`config.mk`:
```
export PLATFORM = sky130hd
export DESIGN_NAME = sw_duty_ctrl
export DESIGN_NICKNAME = d
export VERILOG_FILES = /design/src/rtl/sw_duty_pkg.sv /design/src/rtl/sw_sync_debounce.sv /design/src/rtl/sw_duty_ctrl.sv
export SDC_FILE = /design/constraint.sdc
export NUM_CORES = 1
export LEC_CHECK = 0
export ABC_AREA = 1
export BUFFER_PORTS_ARGS = -buffer_cell sky130_fd_sc_hd__buf_2
export CAP_MARGIN = 20
export CELL_PAD_IN_SITES_DETAIL_PLACEMENT = 0
export CELL_PAD_IN_SITES_GLOBAL_PLACEMENT = 1
export CORE_MARGIN = 2
export CORE_UTILIZATION = 40
export DETAILED_ROUTE_END_ITERATION = 6
export HOLD_SLACK_MARGIN = 0.1
export PLACE_DENSITY = 0.71
export SYNTH_ARGS = -nofsm -noshare
export SYNTH_HDL_FRONTEND = slang
export SYNTH_SLANG_ARGS = --single-unit
```
`constraint.sdc`:
```
create_clock -name clk -period 1.34 [get_ports clk]
set_input_delay 0.201 -clock clk [delete_from_list [all_inputs] [get_ports clk]]
set_output_delay 0.201 -clock clk [all_outputs]
set_load 0.02 [all_outputs]
```
`src/rtl/sw_duty_pkg.sv`:
```
// sw_duty_pkg: shared duty-code types and the one-LSB slew step helper.
package sw_duty_pkg;
    localparam int DUTY_W = 3;
    localparam logic [DUTY_W-1:0] DUTY_MAX = 3'd7;

    typedef logic [DUTY_W-1:0] duty_t;

    // Moves cur one LSB toward tgt, clamped to the legal code range.
    function automatic duty_t step_toward(duty_t cur, duty_t tgt);
        return (cur < tgt && cur != DUTY_MAX) ? duty_t'(cur + 1'b1) :
               (cur > tgt && cur != '0)       ? duty_t'(cur - 1'b1) : cur;
    endfunction
endpackage

```
`src/rtl/sw_sync_debounce.sv`:
```
// sw_sync_debounce: 2-flop synchroniser plus stability debounce for a W-bit switch bank.
module sw_sync_debounce #(
    parameter int W         = 3,
    parameter int DB_CYCLES = 50000
) (
    input  logic         clk,
    input  logic         rst_n,
    input  logic [W-1:0] sw_i,
    output logic [W-1:0] target_o
);
    localparam int CW = $clog2(DB_CYCLES);

    logic [W-1:0]  s1_q, s2_q, cand_q, cand_d, target_q, target_d;
    logic [CW-1:0] cnt_q, cnt_d;
    logic          settled;

    // The counter saturates at DB_CYCLES-1 so a long-held value keeps re-asserting target harmlessly.
    always_comb begin
        settled  = s2_q == cand_q && cnt_q == CW'(DB_CYCLES - 1);
        cand_d   = s2_q;
        cnt_d    = (s2_q != cand_q) ? '0 : settled ? cnt_q : cnt_q + 1'b1;
        target_d = settled ? cand_q : target_q;
    end

    always_ff @(posedge clk or negedge rst_n) begin
        if (!rst_n) begin
            s1_q     <= '0;
            s2_q     <= '0;
            cand_q   <= '0;
            cnt_q    <= '0;
            target_q <= '0;
        end else begin
            s1_q     <= sw_i;
            s2_q     <= s1_q;
            cand_q   <= cand_d;
            cnt_q    <= cnt_d;
            target_q <= target_d;
        end
    end

    assign target_o = target_q;
endmodule

```
`src/rtl/sw_duty_ctrl.sv`:
```
// sw_duty_ctrl: debounced switch setting turned into the 3-bit PWM duty code.
// DUTY_RAMP_EN enables one-LSB-per-RAMP_DIV slewing; otherwise duty follows target one edge later.
module sw_duty_ctrl
    import sw_duty_pkg::*;
#(
    parameter int DB_CYCLES = 50000,
    parameter int RAMP_DIV  = 500000
) (
    input  logic       clk,
    input  logic       rst_n,
    input  logic [2:0] sw_raw,
    output logic [2:0] duty,
    output logic       duty_upd,
    output logic       ramping
);
    duty_t target, duty_q, duty_d;
    logic  upd_q, upd_d;

    sw_sync_debounce #(.W(DUTY_W), .DB_CYCLES(DB_CYCLES)) u_db (
        .clk     (clk),
        .rst_n   (rst_n),
        .sw_i    (sw_raw),
        .target_o(target)
    );

`ifdef DUTY_RAMP_EN
    localparam int PW = $clog2(RAMP_DIV);

    logic [PW-1:0] pre_q, pre_d;
    logic          tick;

    // Prescaler free-runs only while ramping, so a mid-ramp reversal keeps its phase.
    always_comb begin
        ramping = duty_q != target;
        tick    = ramping && pre_q == PW'(RAMP_DIV - 1);
        pre_d   = (ramping && !tick) ? pre_q + 1'b1 : '0;
        duty_d  = tick ? step_toward(duty_q, target) : duty_q;
        upd_d   = tick;
    end

    always_ff @(posedge clk or negedge rst_n) begin
        if (!rst_n) pre_q <= '0;
        else        pre_q <= pre_d;
    end
`else
    logic unused_ramp_div;
    assign unused_ramp_div = ^RAMP_DIV;

    always_comb begin
        duty_d  = target;
        upd_d   = duty_q != target;
        ramping = 1'b0;
    end
`endif

    always_ff @(posedge clk or negedge rst_n) begin
        if (!rst_n) begin
            duty_q <= '0;
            upd_q  <= 1'b0;
        end else begin
            duty_q <= duty_d;
            upd_q  <= upd_d;
        end
    end

    assign duty     = duty_q;
    assign duty_upd = upd_q;
endmodule
```
Word-level counts from Yosys, hierarchy flattened
Cells that the tools add are included.
Storage, ports and cells
  bits in registers: 32
  output and inout port bits: 5
  logic and storage cells: 16
Operators by class
  $add $sub $neg: 1
  eq/ne operators: 5
  muxes and demuxes: 2
  reductions and logical operators: 1
Operator list (number)
  16-bit 2-to-1 mux: 2
  16-bit by 1-bit adder with 16-bit output, second input constant: 1
  16-bit == test, second input constant: 1
  3-bit inequality test: 2
  3-bit == test: 1
  2-bit inequality test, second input constant: 1
  1-bit logical AND: 1

Longest topological paths before layout
Gate-level depths: netlist of the first run.
  depth after elaboration: 4
  mapped depth: 8
  mapped depth without buffers: 8

By module
From an unflattened synthesis of the first run, not the netlist that was laid out.
Unflattened totals
  cell total of the unflattened synthesis: 198
  area, all modules: 1616.6 um^2
By module, submodules not included
  sw_sync_debounce: times used 1, cells an instance 180, area each 1453.9 um^2, sequential area each 700.7 um^2
  sw_duty_ctrl: times used 1, cells an instance 18, area each 162.7 um^2, sequential area each 100.1 um^2

Worst setup path before layout of the first run
No wires, ideal clock.
  path kind: register -> register
  start: register u_db.cnt_q[0]
  end: register u_db.target_q[0], in the netlist u_db.target_o[0]
  arrival time: 1187 ps
  required time: 1223 ps
  slack: 36 ps
  cell stages (with the launch flop): 9
  buffers on the path: 0
  path through: dfrtp_1 -> ha_1 -> inv_1 -> nor2_4 -> nand3_1 -> nor2_2 -> nand2_1 -> nand2_1 -> nand2_1
On the way
  longest elaborated chain between the ends: 2
Ends and longest elaborated chain
  from (decl): line sw_sync_debounce.sv:14  | logic [CW-1:0] cnt_q, cnt_d;
  from (signal assigned): line sw_sync_debounce.sv:36  | cnt_q <= cnt_d;
  16-bit == test: line sw_sync_debounce.sv:19  | settled = s2_q == cand_q && cnt_q == CW'(DB_CYCLES - 1);
  1-bit logical AND: line sw_sync_debounce.sv:19
  to (signal assigned): line sw_sync_debounce.sv:37  | target_q <= target_d;
  to (decl): line sw_sync_debounce.sv:13  | logic [W-1:0] s1_q, s2_q, cand_q, cand_d, target_q, target_d;
No other way between the ends.
A chain may end at the register's enable or synchronous reset.

Worst setup path after layout of the first run
  start: register u_db.cnt_q[0]
  end: register u_db.cnt_q[14]
On the way
  longest elaborated chain between the ends: 3
  elaborated cells between the ends (all ways): 6
Ends and longest elaborated chain (line)
  16-bit by 1-bit adder with 16-bit output or 16-bit == test (tied branches): sw_sync_debounce.sv:21, sw_sync_debounce.sv:19
  16-bit 2-to-1 mux or 1-bit logical AND (tied branches): sw_sync_debounce.sv:21, sw_sync_debounce.sv:19
  16-bit 2-to-1 mux or 2-bit inequality test (tied branches)
Several ways; a longest one is shown, not always the timed one. The select of a mux whose other input is x is not followed.

==> results.md, run 1 <==
- Final min period: 1.35 ns
- Fmax: 739 MHz
- Leakage: 0.915 nW
- Via-to-Cell Ratio: 4.70
- Post-Syn Area: 1560 µm²
- Reg2reg start: u_db.cnt_q[0]
- I/O pins: 10
- Commonest non-fill, non-tap cell in the layout: nand2_1
- Switching share of total power: 19.9%
- Setup violators final: 2
- Synth Instances: 198
- Net switching power figure: 416 µW
- Critical Path End Type: flop
- Overflow after GRT: 0
- Largest net degree at the start of global routing: 20
- Setup TNS: -0.0196 ns
- GP Congestion: 0.840
- M1 GR Usage: 23.0%
- Initial antenna violation count: 0
- Layout cell share with drive strength beyond 1: 23.6%
- Unrepaired setup endpoints after global routing: true
- CP required: 1.52 ns
- Synth area leaders: dfrtp_1 (51%), nand2_1 (13%), nor2_1 (10%)
- Gr usage total: 16.4%
- Setup slack after layout: -0.0137 ns
- Layout area overhead: 29.8%
- GRT busiest layer: met2
- Status: finished, violations left
- Pwr/cell area: 1040 nW/µm²
- TritonCTS clock tree: yes
- Antenna diodes: 0
- Clock slew at reported path FFs: 0.07 ns
- Synth Warn #: 0
- Clock power share: 47.9%
- Logic pwr share: 4.8%
- Detailed Place HPWL: 2350 µm
- Fin util: 54.4%
- Met3 usage: 4.09%
- Max-Cap Viols: 0
- Fin crit share: 101%
- Nets: 234
- Row count: 22
- Synth cell types: 16
- Cts bufs inserted: 5
- Starting Density: 42.0%
- Final hold vios: 0
- Post-route ant nets: 0
- Routed wire length: 3280 µm
- Cell taking the most area after synthesis: dfrtp_1
- Avg Inst Size Synth: 7.87 µm²
- Failing checks: negative setup slack
- Placed Cells: 260
- Post-Syn Nets: 204
- Vias in the first global route: 1,222
- Worst EP arrival: 1.53 ns
- Fillcell total: 358
- Internal Dissipation: 1.68 mW
- Drt first pass iters: 4
- Commonest cells after routing, fill and taps aside: nand2_1 (47), nor2_1 (40), dfrtp_1 (29)
- Via Count: 1,301
- Die Wd: 66.4 µm
- Seq cells post-synth: 32
- First-pass GRT wire length: 5390 µm
- Fin. max-slew vios: 0
- H-tree Lvls: 2
- VDD IR max: 0.000851 V
- Clock buffer depth: 2
- Setup Skew: 0.00430 ns
- Die height: 66.4 µm
- Pwr Total: 2.10 mW
- Seq/Total Area, Yosys: 51.4%
- Final routed DRC violation total: 0
- Clock root buffer: clkbuf_8
- Share of the synthesized area in the top cell type: 51.4%
- Initial drt markers: 77
- Crit Path Max Fanout: 4
- Finished Layout Cells: 277
- Startpoint class of the critical path: flop
- WL per Instance: 11.8 µm
- CTS sink count: 32
- Critical path class: reg2reg
- Critical register-to-register path endpoint: u_db.cnt_q[14]
- Area of the core: 3720 µm²
- Port bufs: 8
- Worst reg-to-reg setup slack: -0.01 ns
- Die ar.: 4410 µm²
- Flop pwr share: 47.4%
- Clock Latency Late Sink: 0.28 ns
- Hold Path Class: in2async
- Worst reg2reg path depth: 9
- CP startpoint: u_db.cnt_q[0]
- Met2 Track Usage GR: 24.5%
-- stage by stage --
stage	hold WS, ns	cell area (µm²)	worst slack (ns)
floorplan	-0.0946	1560	0.0363
global placement	0.121	1730	0.0177
detailed placement	0.129	1730	-0.0365
CTS	0.353	1900	0.00944
global route	0.361	2020	-0.0984
finish	0.350	2020	-0.0137
-- logic make-up after synthesis --
logic type / count (synthesis) / share of synthesized area (%)
flops: 32 / 51.4
fa+ha+maj: 1 / 0.802
simple gates: 128 / 35.0
buf+inv: 23 / 6.26
compound gates: 4 / 1.28
other cells: 1 / 0.241
xor+xnor: 9 / 5.06
-- critical path, stage by stage (launching register included) --
cell	delay (ns)
dfrtp_1	0.41
ha_2	0.23
inv_2	0.05
nor2_4	0.13
buf_12	0.12
nand2_4	0.06
nor2_4	0.10
nand2_2	0.05
nand2_2	0.06
nor2_1	0.03
-- area by class of cell --
cell class / count / area [µm²] / share of cell area, %
Sequential cell: 32 / 805 / 39.8
Multi-Input combinational cell: 143 / 734 / 36.3
Timing Repair Buffer: 25 / 219 / 10.8
Clock buffer: 7 / 96.3 / 4.76
Inverter: 21 / 78.8 / 3.90
Tap cell: 48 / 60.1 / 2.97
Clock inverter: 1 / 30.0 / 1.48
-- metal layers --
metal / vias up / part of all wire [%] / routed length [µm]
li1: 670 / - / -
met1: 592 / 50 / 1620
met2: 32 / 44 / 1430
met3: 7 / 5.2 / 170
met4: 0 / 1.7 / 55
met5: - / 0 / 0
-- timing repair --
| item | 4_1_cts | 5_1_grt |
|---|---|---|
| resized for setup | 4 | 20 |
| hold buffers | 4 | 0 |
| buffers inserted | 0 | 5 |
| hold endpoints to repair | 16 | 0 |
| pin swaps | 3 | 6 |
| endpoints found under the setup margin | 3 | 16 |
-- flip-flops by register name, summed over array words and instances (netlist names) --
register	cells
u_db.cnt_q	16
duty	3
u_db.cand_d	3
u_db.cand_q	3
u_db.s1_q	3
u_db.target_o	3
duty_upd	1
-- Yosys cell counts --
cell type   n
a21oi_1     4
buf_4       1
buf_6       1
conb_1      1
dfrtp_1    32
ha_1        1
inv_1      21
nand2_1    53
nand3_1    18
nand4_1     2
nor2_1     42
nor2_2      2
nor2_4      3
nor3_1      8
xnor2_1     6
xor2_1      3
-- worst max-delay path by stage --
| stage | end | slack, ns | depth (start not counted) |
|---|---|---|---|
| 2_1_floorplan | u_db.target_o[0] | 0.04 | 8 |
| 3_3_place_gp | u_db.target_o[0] | 0.02 | 8 |
| 3_5_place_dp | u_db.target_o[2] | -0.04 | 8 |
| 4_1_cts | u_db.target_o[1] | 0.009 | 8 |
| 5_1_grt | u_db.cnt_q[4] | -0.1 | 7 |
| 6_report | u_db.cnt_q[14] | -0.01 | 9 |
-- power by group through the flow --
stage	Clock, mW	Combinational [mW]	Sequential, mW
after floorplan	0	0.0409	1.01
after global placement	0	0.0815	1.01
after detailed placement	0	0.0830	1.01
after CTS	1.03	0.0926	0.992
after global routing	1.06	0.112	0.995
final	1.00	0.0997	0.994
Note: power is estimated with default switching activity, not from simulation.
==> inputs of run 2 (changes only) <==
--- a/config.mk
+++ b/config.mk
@@ -13,8 +13,9 @@
 export CORE_MARGIN = 2
 export CORE_UTILIZATION = 40
 export DETAILED_ROUTE_END_ITERATION = 6
-export HOLD_SLACK_MARGIN = 0.1
+export HOLD_SLACK_MARGIN = 0.06
 export PLACE_DENSITY = 0.71
 export SYNTH_ARGS = -nofsm -noshare
 export SYNTH_HDL_FRONTEND = slang
+export SYNTH_HIERARCHICAL = 1
 export SYNTH_SLANG_ARGS = --single-unit
==> results.md, run 2 <==
- Nets: 237 (+1.3%)
- Layout area overhead: 26.5%
- Via Count: 1,355 (+4.2%)
- Antenna diodes: 0 (unchanged)
- Overflow after GRT: 0 (unchanged)
- Post-synthesis mux area share: 0% (unchanged)
- Layout cell share with drive strength beyond 1: 29.3% (+5.7 points)
- VDD IR max: 0.000729 V (-14%)
- Port bufs: 8 (unchanged)
- Met2 Track Usage GR: 27.0% (+2.5 points)
- Unrepaired setup endpoints after global routing: true
- WL per Instance: 12.0 µm (+1.6%)
- Leakage: 0.921 nW (+0.67%)
- I/O pins: 10 (unchanged)
- Final Cell Area: 2040 µm² (+1.1%)
- Max reg flops: 16 (unchanged)
- Peak per-stage delay on the critical path: 0.40 ns (about the same)
- Final min period: 1.26 ns (-0.0984 ns)
- Final hold vios: 0 (unchanged)
- Detailed Place HPWL: 2400 µm (+2.0%)
- Pwr/cell area: 977 nW/µm² (-5.8%)
- Startpoint class of the critical path: flop
- Xor/xnor share of the synthesized area: 3.79% (-1.3 points)
- Clock root buffer: clkbuf_8
- First-pass GRT wire length: 5590 µm (+3.7%)
- Fillcell total: 387 (+8.1%)
- Fin util: 51.9% (-2.6 points)
- Largest net degree at the start of global routing: 33 (+65%)
- Clock Latency Late Sink: 0.28 ns (about the same)
- Hold Path Class: reg2reg
- Fmax: 797 MHz (+7.8%)
- Top-count cell post-synth: nand2_1
- Worst-path cell chain: ha_4 > inv_1 > nor2_2 > nand2_2 > nor2_4 > nand2_2 > nand2_1 > nand2_1
- Clock buffer depth: 2 (unchanged)
- Top cells by count, synth: nand2_1 (54), nor2_1 (35), dfrtp_1 (32)
- Vias in the first global route: 1,206 (-1.3%)
- Seq/Total Area, Yosys: 49.5% (-1.8 points)
- Die ar.: 4570 µm² (+3.5%)
- Synth area leaders: dfrtp_1 (50%), nand2_1 (13%), nor2_1 (8.1%)
- Placed Cells: 261 (+0.38%)
- Post-route ant nets: 0 (unchanged)
- Final routed DRC violation total: 0 (unchanged)
- Synth Instances: 198 (unchanged)
- Initial antenna violation count: 0 (unchanged)
- Post-Syn Area: 1620 µm² (+3.7%)
- Synth cell types: 25 (+9)
- Cell taking the most area after synthesis: dfrtp_1
- Via-to-Cell Ratio: 4.80 (+2.3%)
- Fin. max-slew vios: 0 (unchanged)
- Critical path class: reg2reg
- Worst Path Buf+Inv: 1 (-1)
- Status: finished clean
- CP max stage cell: dfrtp_1
- Seq cells post-synth: 32 (unchanged)
- Number of flops mapped to enable cells by yosys: 0 (unchanged)
- Largest family of logic cells by synthesized area: simple AND/OR/NAND/NOR gates
- Clock slew at reported path FFs: 0.06 ns (about the same)
- Gr usage total: 17.1% (+0.69 points)
- Setup Skew: 0.00129 ns (-0.00302 ns)
- Area of the core: 3940 µm² (+6.1%)
- Die Wd: 67.6 µm (+1.7%)
- Synthesized-area fraction occupied by adder cells: 0.774% (-0.029 points)
- Drt first pass iters: 4 (unchanged)
- Commonest non-fill, non-tap cell in the layout: nand2_1
- Initial drt markers: 74 (-3.9%)
- Post-Syn Nets: 204 (unchanged)
- TritonCTS clock tree: yes
- Synth Warn #: 6 (+6)
- Met3 usage: 5.00% (+0.91 points)
- Starting Density: 41.0% (-0.95 points)
- Avg Inst Size Synth: 8.16 µm² (+3.7%)
- Setup violators final: 0 (-2)
- CP required: 1.51 ns (about the same)
- Routed wire length: 3390 µm (+3.4%)
- Commonest cells after routing, fill and taps aside: nand2_1 (51), nor2_1 (33), dfrtp_1 (25)
- GRT busiest layer: met2
- Finished Layout Cells: 282 (+1.8%)
- Crit Path Max Fanout: 5 (+1)
- Critical Path End Type: flop
- Cts bufs inserted: 5 (unchanged)
- Simple-gate share of the synthesized area: 36.8% (+1.9 points)
- Share of the synthesized area in the top cell type: 49.5% (-1.8 points)
- Cell Area, Placed: 1750 µm² (+1.6%)
- Worst EP arrival: 1.42 ns (-0.11 ns)
- Die height: 67.6 µm (+1.7%)
- Top reg by flops: u_db/cnt_q
- Compound-gate portion of the synthesized area: 2.32% (+1.0 points)
- GP Congestion: 0.857 (+2.0%)
- Max-Cap Viols: 0 (unchanged)
- CTS sink count: 32 (unchanged)
- Post-synthesis async set-or-reset flop share: 100% (unchanged)
- Fin crit share: 93.7% (-7.3 points)
- Primary FF master, synth: dfrtp_1
- H-tree Lvls: 2 (unchanged)
- M1 GR Usage: 21.7% (-1.3 points)
- Setup TNS: 0 ns (+0.0196 ns)
- Row count: 23 (+4.5%)
- CP top delay family: simple AND/OR/NAND/NOR gates
==> run 2: cell count changes in the layout (fill, tap and decap cells not counted), sizes merged, moves of 3 or more <==
cell,change
nand2,+4
buf,+3
nand4,+3
nor2,-6
nand3,-4
==> run 2: report_power, final <==
| group | internal (mW) | switching [mW] | leakage (nW) |
|---|---|---|---|
| clock network | 0.551 | 0.341 | 0.0552 |
| registers | 0.982 | 0.0126 | 0.414 |
| logic | 0.0474 | 0.0637 | 0.452 |
==> run 2: layout make-up <==
cell class              count  area, µm²  area share [%]
clock buffers               6       72.6            3.55
flip-flops and latches     32        810            39.6
repair buffers             28        208            10.2
well taps                  50       62.6            3.06
inverters                  23       88.8            4.35
clock inverters             2       35.0            1.71
multi-input cells         141        768            37.6
==> run 2: stage by stage <==
step | power, mW | setup slack (ns) | hold WS, ns
6_report | 2.00 | 0.0847 | 0.350
5_1_grt | 2.09 | -0.00796 | 0.357
4_1_cts | 2.02 | 0.00252 | 0.353
3_5_place_dp | 1.09 | -0.0140 | 0.246
3_3_place_gp | 1.09 | 0.0266 | 0.243
2_1_floorplan | 1.05 | 0.0384 | -0.0946
==> run 2: routing by layer <==
metal,vias to the layer above,routed length [µm]
met2,21,1610
met3,4,112
met5,-,0
met4,0,55
met1,650,1620
li1,680,-
==> run 2: what timing repair did <==
action,CTS,global route
endpoints found under the setup margin,4,17
pin swaps,1,9
hold endpoints to repair,35,0
gates resized for setup,2,25
buffers inserted,3,6
hold buffers,4,0
cloned,0,0
==> run 2: cells by family after synthesis <==
logic type	after synthesis
and+or+nand+nor	125
DFF	32
buffers and inverters	25
AOI/OAI and AO/OA	7
xor gates and xnor gates	7
adders and majority gates	1
other	1
==> run 2: final timing paths <==
kind                          startpoint                to  slack (ns)  depth (start not counted)
min in group asynchronous          rst_n     u_db/cnt_q[9]        0.47                          3
setup / recovery           u_db/cnt_q[1]  u_db/target_o[0]        0.08                          8
max in group asynchronous          rst_n    u_db/cnt_q[13]        0.55                          3
setup reg to reg           u_db/cnt_q[1]  u_db/target_o[0]        0.08                          8
hold / removal              u_db/s1_q[0]    u_db/cand_d[0]        0.35                          0
hold reg to reg             u_db/s1_q[0]    u_db/cand_d[0]        0.35                          0
==> inputs of run 3 (changes only) <==
--- a/config.mk
+++ b/config.mk
@@ -8,13 +8,11 @@
 export ABC_AREA = 1
 export BUFFER_PORTS_ARGS = -buffer_cell sky130_fd_sc_hd__buf_2
 export CAP_MARGIN = 20
-export CELL_PAD_IN_SITES_DETAIL_PLACEMENT = 0
-export CELL_PAD_IN_SITES_GLOBAL_PLACEMENT = 1
 export CORE_MARGIN = 2
-export CORE_UTILIZATION = 40
+export CORE_UTILIZATION = 45
 export DETAILED_ROUTE_END_ITERATION = 6
 export HOLD_SLACK_MARGIN = 0.06
-export PLACE_DENSITY = 0.71
+export PLACE_DENSITY = 0.64
 export SYNTH_ARGS = -nofsm -noshare
 export SYNTH_HDL_FRONTEND = slang
 export SYNTH_HIERARCHICAL = 1
==> results.md, run 3 (synthesis results as in run 2) <==
- Setup TNS: 0 ns (unchanged)
- Gr usage total: 16.7% (-0.47 points)
- Die Wd: 63.9 µm (-5.4%)
- H-tree Lvls: 2 (unchanged)
- Row count: 21 (-8.7%)
- GP Congestion: 0.854 (-0.29%)
- Max reg flops: 16 (unchanged)
- Crit Path Max Fanout: 5 (unchanged)
- Cell Area, Placed: 1740 µm² (-0.71%)
- Detailed Place HPWL: 2210 µm (-7.9%)
- Setup Skew: 0.00457 ns (+0.00328 ns)
- Area of the core: 3390 µm² (-14%)
- Nets: 235 (-0.84%)
- Vias in the first global route: 1,230 (+2.0%)
- Cts bufs inserted: 5 (unchanged)
- Clock slew at reported path FFs: 0.09 ns (+0.03 ns)
- Peak per-stage delay on the critical path: 0.41 ns (about the same)
- Fmax: 788 MHz (-1.1%)
- Critical path class: reg2reg
- Overflow after GRT: 0 (unchanged)
- I/O pins: 10 (unchanged)
- Placed Cells: 256 (-1.9%)
- Via-to-Cell Ratio: 4.77 (-0.63%)
- Layout area overhead: 22.0%
- First-pass GRT wire length: 5290 µm (-5.4%)
- Reg2reg start: u_db/cand_d[2]
- CP startpoint: u_db/cand_d[2]
- TritonCTS clock tree: yes
- Hold Path Class: reg2reg
- Via Count: 1,313 (-3.1%)
- Final hold vios: 0 (unchanged)
- Commonest non-fill, non-tap cell in the layout: nand2_1
- Setup slack after layout: 0.0704 ns (-0.0143 ns)
- Antenna diodes: 0 (unchanged)
- Final routed DRC violation total: 0 (unchanged)
- Clock Latency Late Sink: 0.33 ns (+0.05 ns)
- CP required: 1.60 ns (+0.09 ns)
- CP max stage cell: dfrtp_1
- Commonest cells after routing, fill and taps aside: nand2_1 (49), nor2_1 (32), dfrtp_1 (26)
- Max-Cap Viols: 0 (unchanged)
- Final Cell Area: 1970 µm² (-3.5%)
- Fin util: 58.2% (+6.3 points)
- Setup violators final: 0 (unchanged)
- Unrepaired setup endpoints after global routing: true
- Pwr Total: 1.59 mW (-20%)
- Top reg by flops: u_db/cnt_q
- Drt first pass iters: 4 (unchanged)
- WL per Instance: 11.3 µm (-6.1%)
- VDD IR max: 0.000515 V (-29%)
- Clock buffer depth: 2 (unchanged)
- Die ar.: 4090 µm² (-10%)
- Hold path startpoint: u_db/s1_q[2]
- Pwr/cell area: 809 nW/µm² (-17%)
- Hold WS: 0.353 ns (+0.00230 ns)
- Leakage: 0.879 nW (-4.6%)
- Largest net degree at the start of global routing: 33 (unchanged)
- Startpoint class of the critical path: flop
- Worst EP arrival: 1.53 ns (+0.11 ns)
- Fin. max-slew vios: 0 (unchanged)
- Fillcell total: 303 (-22%)
- Fin crit share: 94.7% (+1.1 points)
- Initial antenna violation count: 0 (unchanged)
- Final min period: 1.27 ns (+0.0143 ns)
- Post-route ant nets: 0 (unchanged)
- Status: finished clean
- Layout cell share with drive strength beyond 1: 28.8% (-0.49 points)
- Initial drt markers: 69 (-6.8%)
- Die height: 63.9 µm (-5.4%)
- CTS sink count: 32 (unchanged)
- Starting Density: 47.7% (+6.7 points)
- Routed wire length: 3110 µm (-8.4%)
- Port bufs: 8 (unchanged)
- Finished Layout Cells: 275 (-2.5%)
- Clock root buffer: clkbuf_4
- Critical Path End Type: flop
- Worst slack, placed: -0.0424 ns (-0.0285 ns)
- Worst-path cell chain: xnor2_2 > inv_2 > nor2_4 > buf_12 > nand2_1 > nor2_1
run 3: cell types whose count changed in the layout (fill, tap and decap cells not counted), moves of 2 or more:
cell      delta
clkbuf_4     +5
buf_6        -2
nand2_2      +2
nand2_1      -2
clkbuf_8     -5
run 3: report_power, final:
group	internal [mW]	leakage, nW	switching [mW]
clock	0.193	0.0281	0.290
sequential	0.981	0.416	0.0119
combinational	0.0537	0.435	0.0662
run 3: area by class of cell:
class                   instances  area [µm²]  share of cell area (%)
clock inverters                 1        5.00                   0.254
clock buffers                   6        41.3                    2.09
inverters                      23        86.3                    4.38
well taps                      46        57.6                    2.92
multi-input cells             141         776                    39.3
repair buffers                 26         198                    10.0
flip-flops and latches         32         808                    41.0
run 3: what timing repair did:
action,CTS,global route
setup buffers,3,5
hold endpoints to repair,35,0
hold buffers,4,0
endpoints found under the setup margin,3,19
resized for setup,1,24
pin swaps,1,6
run 3: final timing paths:
check | end | slack, ns | cells past startpoint
min in group asynchronous | u_db/cnt_q[9] | 0.42 | 3
max | u_db/cnt_q[13] | 0.07 | 6
min reg2reg | u_db/cand_d[2] | 0.35 | 0
min | u_db/cand_d[2] | 0.35 | 0
max in group asynchronous | u_db/cnt_q[3] | 0.61 | 3
max reg2reg | u_db/cnt_q[13] | 0.07 | 6
run 3: routing by layer:
layer  wire length (µm)  track usage (%)
met3                155             4.58
met1               1410             21.1
met2               1510             26.2
met5                  0                0
met4                 37             8.15
run 3: critical path: cells and delay by family, from the launching register on:
family	cells	cell delay, ns
buffers and inverters	2	0.21
DFF	1	0.41
xor gates and xnor gates	1	0.25
and+or+nand+nor	3	0.34
